--- config.mk ---
export PLATFORM = sky130hd
export DESIGN_NAME = branch_predictor
export DESIGN_NICKNAME = d
export VERILOG_FILES = /design/src/rtl/bp_pkg.sv /design/src/rtl/bp_table.sv /design/src/rtl/branch_predictor.sv
export SDC_FILE = /design/constraint.sdc
export NUM_CORES = 2
export LEC_CHECK = 0
export CAP_MARGIN = 5
export CORE_MARGIN = 4
export CORE_UTILIZATION = 45
export CTS_CLUSTER_SIZE = 30
export DETAILED_ROUTE_END_ITERATION = 10
export GPL_TIMING_DRIVEN = 0
export RECOVER_POWER = 100
export SYNTH_ARGS = -nofsm -noshare
export SYNTH_HDL_FRONTEND = slang
export SYNTH_SLANG_ARGS = --single-unit
--- constraint.sdc ---
create_clock -name clk -period 5.6 [get_ports clk]
set_clock_uncertainty 0.15 [all_clocks]
set_input_delay 1.12 -clock clk [delete_from_list [all_inputs] [get_ports clk]]
set_output_delay 1.12 -clock clk [all_outputs]
set_load 0.005 [all_outputs]
--- src/rtl/bp_pkg.sv ---
// Shared types and helpers for the branch predictor: FSM states, the table entry
// layout (at maximum field widths) and counter/PC-field helper functions.
package bp_pkg;

  localparam int CTR_MAX_W = 4;
  localparam int TAG_MAX_W = 28;

  typedef enum logic {
    BP_INIT,
    BP_RUN
  } bp_state_e;

  typedef logic [CTR_MAX_W-1:0] ctr_t;
  typedef logic [TAG_MAX_W-1:0] tag_t;

  // Working form of one table entry; storage keeps only the configured widths.
  typedef struct packed {
    logic        valid;
    tag_t        tag;
    logic [29:0] target;
    ctr_t        ctr;
  } bp_entry_t;

  function automatic ctr_t ctr_max(input int unsigned width);
    return ctr_t'((32'd1 << width) - 32'd1);
  endfunction

  function automatic ctr_t ctr_inc(input ctr_t c, input int unsigned width);
    return (c >= ctr_max(width)) ? c : c + ctr_t'(1);
  endfunction

  function automatic ctr_t ctr_dec(input ctr_t c);
    return (c == '0) ? c : c - ctr_t'(1);
  endfunction

  function automatic ctr_t ctr_weak_taken(input int unsigned width);
    return ctr_t'(32'd1 << (width - 1));
  endfunction

  function automatic ctr_t ctr_weak_not_taken(input int unsigned width);
    return ctr_t'((32'd1 << (width - 1)) - 32'd1);
  endfunction

  // Word-aligned PCs: the two low bits never take part in indexing.
  function automatic logic [31:0] pc_index(input logic [31:0] pc, input int unsigned idx_w);
    return (pc >> 2) & ((32'd1 << idx_w) - 32'd1);
  endfunction

  function automatic tag_t pc_tag(input logic [31:0] pc, input int unsigned idx_w,
                                  input int unsigned tag_w);
    return tag_t'((pc >> (idx_w + 2)) & ((32'd1 << tag_w) - 32'd1));
  endfunction

endpackage

--- src/rtl/bp_table.sv ---
// ENTRIES-deep entry store: one registered lookup read port (returns the pre-write
// entry on a same-index collision), one write port, and a combinational peek port
// used by the update read-modify-write.
module bp_table #(
  parameter int ENTRIES = 64,
  parameter int DATA_W  = 32
) (
  input  logic                       clk,
  input  logic                       rd_en_i,
  input  logic [$clog2(ENTRIES)-1:0] rd_idx_i,
  output logic [DATA_W-1:0]          rd_data_o,
  input  logic [$clog2(ENTRIES)-1:0] peek_idx_i,
  output logic [DATA_W-1:0]          peek_data_o,
  input  logic                       wr_en_i,
  input  logic [$clog2(ENTRIES)-1:0] wr_idx_i,
  input  logic [DATA_W-1:0]          wr_data_i
);

  logic [DATA_W-1:0] mem_q [ENTRIES];
  logic [DATA_W-1:0] rd_data_q;

  // NOTE: the array has no reset; the owner clears it entry by entry after reset, and the
  // read register is qualified by a reset valid bit in the owner.
  // NOTE: non-blocking writes mean a same-edge read of the written index returns the old entry.
  always_ff @(posedge clk) begin
    if (wr_en_i) begin
      mem_q[wr_idx_i] <= wr_data_i;
    end
    if (rd_en_i) begin
      rd_data_q <= mem_q[rd_idx_i];
    end
  end

  assign rd_data_o   = rd_data_q;
  assign peek_data_o = mem_q[peek_idx_i];

endmodule

--- src/rtl/branch_predictor.sv ---
// BHT + BTB branch predictor: looked up from the IF PC (result one cycle later), trained
// from EX resolution. Define BP_BTB_TAG_EN to store and compare per-entry tags.
module branch_predictor
  import bp_pkg::*;
#(
  parameter int          ENTRIES   = 64,
  parameter int          CTR_WIDTH = 2,
  parameter int          TAG_WIDTH = 8,
  parameter logic [31:0] RESET_PC  = 32'h4000_0000
) (
  input  logic        clk,
  input  logic        rst,
  input  logic        bp_enable,
  input  logic [31:0] if_pc,
  input  logic        if_stall,
  input  logic        ex_upd_valid,
  input  logic [31:0] ex_upd_pc,
  input  logic        ex_upd_taken,
  input  logic [31:0] ex_upd_target,
  output logic        pred_taken,
  output logic [31:0] pred_target,
  output logic        bp_busy
);

  localparam int IDX_W = $clog2(ENTRIES);
`ifdef BP_BTB_TAG_EN
  localparam int TAG_W = TAG_WIDTH;
`else
  localparam int TAG_W = 0;
`endif
  localparam int ENTRY_W = 1 + TAG_W + 30 + CTR_WIDTH;
  // Cleared entries point at the fetch origin; they are invalid, so never predicted.
  localparam logic [29:0] INIT_TARGET = RESET_PC[31:2];

  if (ENTRIES < 4 || (ENTRIES & (ENTRIES - 1)) != 0 || CTR_WIDTH < 1 ||
      CTR_WIDTH > CTR_MAX_W || TAG_WIDTH < 1 || TAG_WIDTH > TAG_MAX_W ||
      IDX_W + TAG_WIDTH + 2 > 32) begin : g_bad_cfg
    $error("branch_predictor: unsupported parameter combination");
  end

  function automatic logic [ENTRY_W-1:0] entry_pack(input bp_entry_t e);
`ifdef BP_BTB_TAG_EN
    return {e.valid, e.tag[TAG_WIDTH-1:0], e.target, e.ctr[CTR_WIDTH-1:0]};
`else
    return {e.valid, e.target, e.ctr[CTR_WIDTH-1:0]};
`endif
  endfunction

  function automatic bp_entry_t entry_unpack(input logic [ENTRY_W-1:0] d);
    bp_entry_t e;
    e                    = '0;
    e.valid              = d[ENTRY_W-1];
    e.target             = d[CTR_WIDTH +: 30];
    e.ctr[CTR_WIDTH-1:0] = d[CTR_WIDTH-1:0];
`ifdef BP_BTB_TAG_EN
    e.tag[TAG_WIDTH-1:0] = d[CTR_WIDTH+30 +: TAG_WIDTH];
`endif
    return e;
  endfunction

  function automatic logic entry_says_taken(input bp_entry_t e);
    return e.valid & e.ctr[CTR_WIDTH-1];
  endfunction

  // ---------------------------------------------------------------- FSM
  bp_state_e        state_q, state_d;
  logic [IDX_W-1:0] init_ptr_q, init_ptr_d;
  logic             run;

  always_comb begin
    state_d    = state_q;
    init_ptr_d = init_ptr_q;
    case (state_q)
      BP_INIT: begin
        init_ptr_d = init_ptr_q + 1'b1;
        if (init_ptr_q == IDX_W'(ENTRIES - 1)) begin
          state_d = BP_RUN;
        end
      end
      BP_RUN:  state_d = BP_RUN;
      default: state_d = BP_INIT;
    endcase
  end

  always_ff @(posedge clk) begin
    if (!rst) begin
      state_q    <= BP_INIT;
      init_ptr_q <= '0;
    end else begin
      state_q    <= state_d;
      init_ptr_q <= init_ptr_d;
    end
  end

  assign run     = (state_q == BP_RUN);
  assign bp_busy = (state_q == BP_INIT);

  // ---------------------------------------------------------------- lookup
  logic               lk_en;
  logic [IDX_W-1:0]   lk_idx;
  logic               lk_vld_q;
  logic               lk_bpen_q;
  logic               lk_hit;
  logic [ENTRY_W-1:0] rd_data;
  bp_entry_t          lk_entry;

  assign lk_en  = run & ~if_stall;
  assign lk_idx = IDX_W'(pc_index(if_pc, IDX_W));

  // A stalled cycle leaves every lookup register (and the table read register) untouched,
  // which is what holds pred_* steady.
  always_ff @(posedge clk) begin
    if (!rst) begin
      lk_vld_q  <= 1'b0;
      lk_bpen_q <= 1'b0;
    end else if (!run) begin
      lk_vld_q  <= 1'b0;
    end else if (!if_stall) begin
      lk_vld_q  <= 1'b1;
      lk_bpen_q <= bp_enable;
    end
  end

`ifdef BP_BTB_TAG_EN
  tag_t lk_tag_q;

  always_ff @(posedge clk) begin
    if (lk_en) begin
      lk_tag_q <= pc_tag(if_pc, IDX_W, TAG_WIDTH);
    end
  end

  assign lk_hit = (lk_entry.tag == lk_tag_q);
`else
  assign lk_hit = 1'b1;
`endif

  assign lk_entry    = entry_unpack(rd_data);
  assign pred_taken  = lk_vld_q & lk_bpen_q & lk_hit & entry_says_taken(lk_entry);
  assign pred_target = lk_vld_q ? {lk_entry.target, 2'b00} : 32'h0;

  // ---------------------------------------------------------------- update
  logic [IDX_W-1:0]   upd_idx;
  logic [ENTRY_W-1:0] peek_data;
  bp_entry_t          upd_cur, upd_entry, init_entry;
  logic               upd_hit;
  logic [29:0]        upd_target;

  assign upd_idx    = IDX_W'(pc_index(ex_upd_pc, IDX_W));
  assign upd_cur    = entry_unpack(peek_data);
  assign upd_target = 30'(ex_upd_target >> 2);

`ifdef BP_BTB_TAG_EN
  tag_t upd_tag;
  assign upd_tag = pc_tag(ex_upd_pc, IDX_W, TAG_WIDTH);
  assign upd_hit = upd_cur.valid & (upd_cur.tag == upd_tag);
`else
  assign upd_hit = upd_cur.valid;
`endif

  always_comb begin
    upd_entry = upd_cur;
    if (upd_hit) begin
      if (ex_upd_taken) begin
        upd_entry.ctr    = ctr_inc(upd_cur.ctr, CTR_WIDTH);
        upd_entry.target = upd_target;
      end else begin
        upd_entry.ctr    = ctr_dec(upd_cur.ctr);
      end
    end else begin
      upd_entry        = '0;
      upd_entry.valid  = 1'b1;
`ifdef BP_BTB_TAG_EN
      upd_entry.tag    = upd_tag;
`endif
      upd_entry.target = upd_target;
      upd_entry.ctr    = ex_upd_taken ? ctr_weak_taken(CTR_WIDTH)
                                      : ctr_weak_not_taken(CTR_WIDTH);
    end
  end

  always_comb begin
    init_entry        = '0;
    init_entry.target = INIT_TARGET;
    init_entry.ctr    = ctr_weak_not_taken(CTR_WIDTH);
  end

  // INIT owns the write port; updates arriving during INIT are dropped.
  logic               wr_en;
  logic [IDX_W-1:0]   wr_idx;
  logic [ENTRY_W-1:0] wr_data;

  assign wr_en   = rst & (bp_busy | (run & ex_upd_valid));
  assign wr_idx  = bp_busy ? init_ptr_q : upd_idx;
  assign wr_data = entry_pack(bp_busy ? init_entry : upd_entry);

  bp_table #(
    .ENTRIES (ENTRIES),
    .DATA_W  (ENTRY_W)
  ) u_table (
    .clk         (clk),
    .rd_en_i     (lk_en),
    .rd_idx_i    (lk_idx),
    .rd_data_o   (rd_data),
    .peek_idx_i  (upd_idx),
    .peek_data_o (peek_data),
    .wr_en_i     (wr_en),
    .wr_idx_i    (wr_idx),
    .wr_data_i   (wr_data)
  );

endmodule
# Word-level counts from Yosys, hierarchy flattened
# Memory sizes are Yosys's and may differ from the RTL's. A register that Yosys moved wholly into a read port is not among the register bits.
# Cells that the tools add are included.
# word_totals
output_inout_bits	34
ram_bits	2112
inputBits	102
register_bits	9
word_cells	35
n_memories	1
# classes
eq_ne	1
magnitude_cmp	1
bitwise	9
n_addsub	3
n_reduce_logical	3
mux	13
# memory_table
memory	depth	width	rd	rd_ports_with_merged_regs	wr	line	text
u_table.mem_q	64	33	2	1	1	bp_table.sv:19	logic [DATA_W-1:0] mem_q [ENTRIES];
# ops
op	count
63-bit two-way mux	1
34-bit two-way mux	1
32-bit two-way mux	1
30-bit two-way mux	1
4-bit two-way mux	2
6-bit by 1-bit adder with 6-bit output, second input constant	1
1-bit bitwise AND	6
6-bit equality test, second input constant	1
6-bit two-way mux	1
4-bit logical NOT	1
2-bit AND reduction	2
2-bit by 1-bit adder with 3-bit output, second input constant	1
1-bit two-way mux	3
3-bit two-way mux	1
2-bit by 1-bit subtractor with 3-bit output, second input constant	1
2-bit greater-or-equal comparator, second input constant	1
2-bit two-way mux	1
1-bit NOT	2
1-bit one-hot mux with 2 select lines	1
1-bit OR	1

# Longest topological paths before layout
# An unclocked memory read counts as a cell.
# logic_depth
word_depth	6
ltp_mapped	10
mapped_depth_nobuf	7

# Modules after synthesis
# Synthesis repeated with hierarchy kept, for this count alone.
# hier_totals
hier_cells	5018
hier_area_um2	98761.0
# modules_own_cells
mod	cells_per_inst	instances	seq_area_each_um2	area_each_um2
bp_table	4823	1	64411.8	97588.6
branch_predictor	195	1	180.2	1172.4

# Worst setup path after synthesis
# OpenSTA, ideal clock, no wires.
# synth_path
path_kind	input to register
start	input port ex_upd_pc[3]
end	memory u_table.mem_q[0][1] (netlist bit), data pin
setup_time_ns	0.548
arrival_time_ns	4.434
path_buffers	3
path_slack_ns	0.468
path_stages	10
cell_sequence	buf_2 > buf_2 > buf_1 > mux4_2 > a22o_1 > o21ai_0 > nand4_1 > a21boi_0 > o21ai_0 > a21oi_1
# synth_between
elab_chain_cells	6
elab_cells_between_ends	10
cone_classes	add/sub (2); order compare (1); mux (5); reduce/logical (1); memory (1)
# synth_rtl
item	line	text
start, declared	branch_predictor.sv:17	input logic [31:0] ex_upd_pc,
memory read 64 x 33 bit *	-	
2-bit by 1-bit subtractor with 3-bit output, or another cell as far along	bp_pkg.sv:33	return (c == '0) ? c : c - ctr_t'(1);
4-bit two-way mux / 3-bit two-way mux (equally long branches)	bp_pkg.sv:33, bp_pkg.sv:29	
4-bit two-way mux	branch_predictor.sv:164	if (ex_upd_taken) begin
34-bit two-way mux *	branch_predictor.sv:163	if (upd_hit) begin
63-bit two-way mux *	branch_predictor.sv:195	assign wr_data = entry_pack(bp_busy ? init_entry : upd_entry);
via u_table.wr_data_i[1]	bp_table.sv:16	input logic [DATA_W-1:0] wr_data_i
end, declared	bp_table.sv:19	
# The timed path passes the listed nets; every way through them passes the cells marked *.

# Worst setup path after layout
# layout_path
start	input port ex_upd_pc[3]
end	memory u_table.mem_q[52][2] (netlist bit), data pin
# layout_between
elab_chain_cells	4
# layout_rtl
item	line
memory read 64 x 33 bit *	-
30-bit two-way mux	branch_predictor.sv:164
34-bit two-way mux *	branch_predictor.sv:163
63-bit two-way mux *	branch_predictor.sv:195
via u_table.wr_data_i[2]	bp_table.sv:16
# Marked as above.

==> reports/qor.txt <==
outcome - finished, violations left
failing checks - capacitance limit, slew limit, setup timing
synthesis-stage register bit count - 2153
most numerous cell in the Yosys netlist - edfxtp_1
Post-synth EDFFs - 2144
largest net degree at the start of global routing - 45
die area - 226000 sq um
Hold WC Path Type - flip-flop to flip-flop
period utilization - 104%
CTS sink count - 2153
routed length per instance - 49.7 microns
Synth area leader - edfxtp_1
final setup vio count - 789
Setup WS pre-CTS - -1160 ps
Required @ worst endpoint - 6130 ps
post-synth top area share - 65.6%
syn avg cell area - 23.3 sq um
Boundary Pins - 136
Layout area overhead - 15.0%
data arrival time of the critical path - 6340 ps
Slew @ Worst Pin - 2680 ps
height of the die - 475 microns
Port Buf Inserts - 72
DRT Wirelength - 386 mm
Setup crit end kind - flip-flop
hpwl dp - 272 mm
min Tclk post-route - 5810 ps
via-per-instance ratio - 7.38
All-Layer GR Usage - 34.2%
synth top area cells - edfxtp_1 66%, mux4_2 30%, clkbuf_1 0.65%, buf_2 0.64%, mux2i_1 0.48%
die width - 475 microns
drt first pass iters - 7
Reg clk slew, reported paths - 60 ps
Hold-fix buffers, CTS - 0
max-cap check violation count - 19
total chip power - 35.6 mW
Worst-Skew Late Latency - 890 ps
first-pass GRT wire length - 503 mm
crit path kind - primary input to flip-flop
gr ovfl total - 0
core area - 217000 sq um
mapped cell area - 98100 sq um
worst path bufs/invs - 5
H-Tree Depth - 4
Mapped Cells - 4208
root buf cell - clkbuf_16
Num CTS Buffers - 226
FFs w/ async S/R, synth - 0%
Synth cell types - 44
routed vias - 57288
Worst path max stage delay - 1150 ps
maximum vdd drop - 0.348 mV
prevailing post-synth register cell - edfxtp_1
worst setup slack after layout - -209 ps
critical path peak fanout - 33
clk buf depth - 3
Slowest cell on crit path - clkbuf_1
pwr dens - 315 nW/um^2
Worst slew margin - -79.6%
fillcell total - 16827
gpl congestion - 0.962
hold wc startpoint - lk_bpen_q
Seq/Total Area, Yosys - 65.8%
vias in the first global route - 55005
launch point of the worst path - ex_upd_pc[3]
Fmax - 0.172 GHz
Worst R2R Start - run
Pleak - 35.6 nW
FF/Latch Area - 64600 sq um
layout cells sized above 1 - 41.8%
Post-DRT Antenna Nets - 0
yosys warns - 0
Hold Vio Cnt, Final - 0
Max Slew Vio Count - 249
DRC errors left - 0
initial antenna violation count - 16
Cell Rows - 171
multi-input logic area - 32400 sq um
starting density of the core - 45.2%
Nets - 4792
top cells by count, synth - 2144 x edfxtp_1, 1317 x mux4_2, 169 x clkbuf_1
CP delay by family, top - buffers and inverters
TritonCTS clock tree - yes
CP startpoint kind - primary input
unrepaired setup endpoints after global routing - false
Starting DRT DRC Count - 11165
crit-path cells - buf_2 > clkbuf_1 > buf_2 > mux2i_1 > nand2_1 > o2111ai_1 > a21oi_2 > buf_4 > mux2i_1 > nor2_4 > buf_12
## routing by layer
layer / GRT usage [%] / share of wire, %
met3: 10.2 / 14
met2: 48.9 / 43
met5: 0.692 / 0.058
met1: 46.2 / 35
met4: 21.5 / 7.8
## what timing repair did
| action | in CTS | in global routing |
|---|---|---|
| resized for setup | 4 | 2 |
| setup endpoints to repair | 1649 | 631 |
| buffers inserted | 0 | 0 |
## placed cells by master, fill, tap and decap left out, types with 5 or more instances in the layout
| cell type | count |
|---|---|
| nor2_4 | 32 |
| buf_1 | 14 |
| clkinv_1 | 53 |
| and2_0 | 29 |
| edfxtp_1 | 2144 |
| buf_6 | 7 |
| nor2_2 | 19 |
| mux4_2 | 1317 |
| clkbuf_2 | 81 |
| buf_4 | 14 |
| nand2_1 | 62 |
| o21ai_0 | 17 |
| buf_12 | 65 |
| a22o_1 | 9 |
| clkdlybuf4s50_1 | 68 |
| clkbuf_4 | 9 |
| clkbuf_16 | 232 |
| buf_8 | 15 |
| and2_1 | 8 |
| nor2b_1 | 8 |
| buf_2 | 124 |
| mux2i_1 | 47 |
| diode_2 | 18 |
| a22oi_1 | 61 |
| buf_16 | 31 |
| clkinv_2 | 50 |
| mux2_1 | 5 |
| clkbuf_1 | 204 |
| dfxtp_1 | 8 |
| nor2_1 | 53 |
| clkbuf_8 | 5 |
| bufinv_16 | 19 |
| inv_6 | 6 |
## registers in the layout, summed over array words and instances, names as in the netlist
register           count
lk_vld_q               1
run                    1
lk_bpen_q              1
init_ptr_q             6
u_table.mem_q       2112
u_table.rd_data_o     32
## worst reg2reg max path: stages, from the launching register on
cell      delay [ps]
dfxtp_2          590
clkbuf_1         370
inv_1            160
clkbuf_1         570
nor2_1          1970
clkbuf_2        1010
## final cells by class
cell class	instances	area share, %
flip-flops and latches	2153	57.2
multi-input cells	1723	28.7
clock buffers	292	5.39
well taps	2854	3.16
repair buffers	252	3.12
plain buffers	331	1.32
clock inverters	135	1.04
diodes	18	0.0399
inverters	2	0.00665
## cells by family after synthesis
family,Yosys count,share of synthesized area [%]
buffers and inverters,333,1.47
other,1,0.00382
flip-flops,2153,65.8
adder cells (fa/ha/maj),1,0.0128
AO/OA/AOI/OAI,110,0.802
AND/OR/NAND/NOR,233,1.06
XOR/XNOR,4,0.0357
multiplexers,1373,30.8
## path summary, 6_finish.rpt
kind / cells past startpoint / slack, ps / end
worst min register to register: 2 / 350 / lk_bpen_q
worst min-delay path: 2 / 350 / lk_bpen_q
worst max register to register: 5 / 350 / u_table.rd_data_o[14]
worst max-delay path: 11 / -210 / u_table.mem_q[52][2]
## report_power, final
group	leakage (nW)	internal [mW]	switching [mW]
registers	20.1	17.5	0.0215
clock network	3.57	8.50	6.53
logic	11.9	1.20	1.84
total	35.6	27.2	8.39
## stage by stage
stage	cell area, sq um	cells	setup TNS, ps	hold slack, ps	util, %
3_3_place_gp	102000	7135	-	334	47.2
4_1_cts	114000	7736	0	360	52.6
6_report	113000	7760	-56000	354	52.0
2_1_floorplan	98100	4209	0	302	-
3_5_place_dp	107000	7309	-2550600	354	49.3
5_1_grt	113000	7747	0	385	52.0
(Power assumes the default switching activity.)
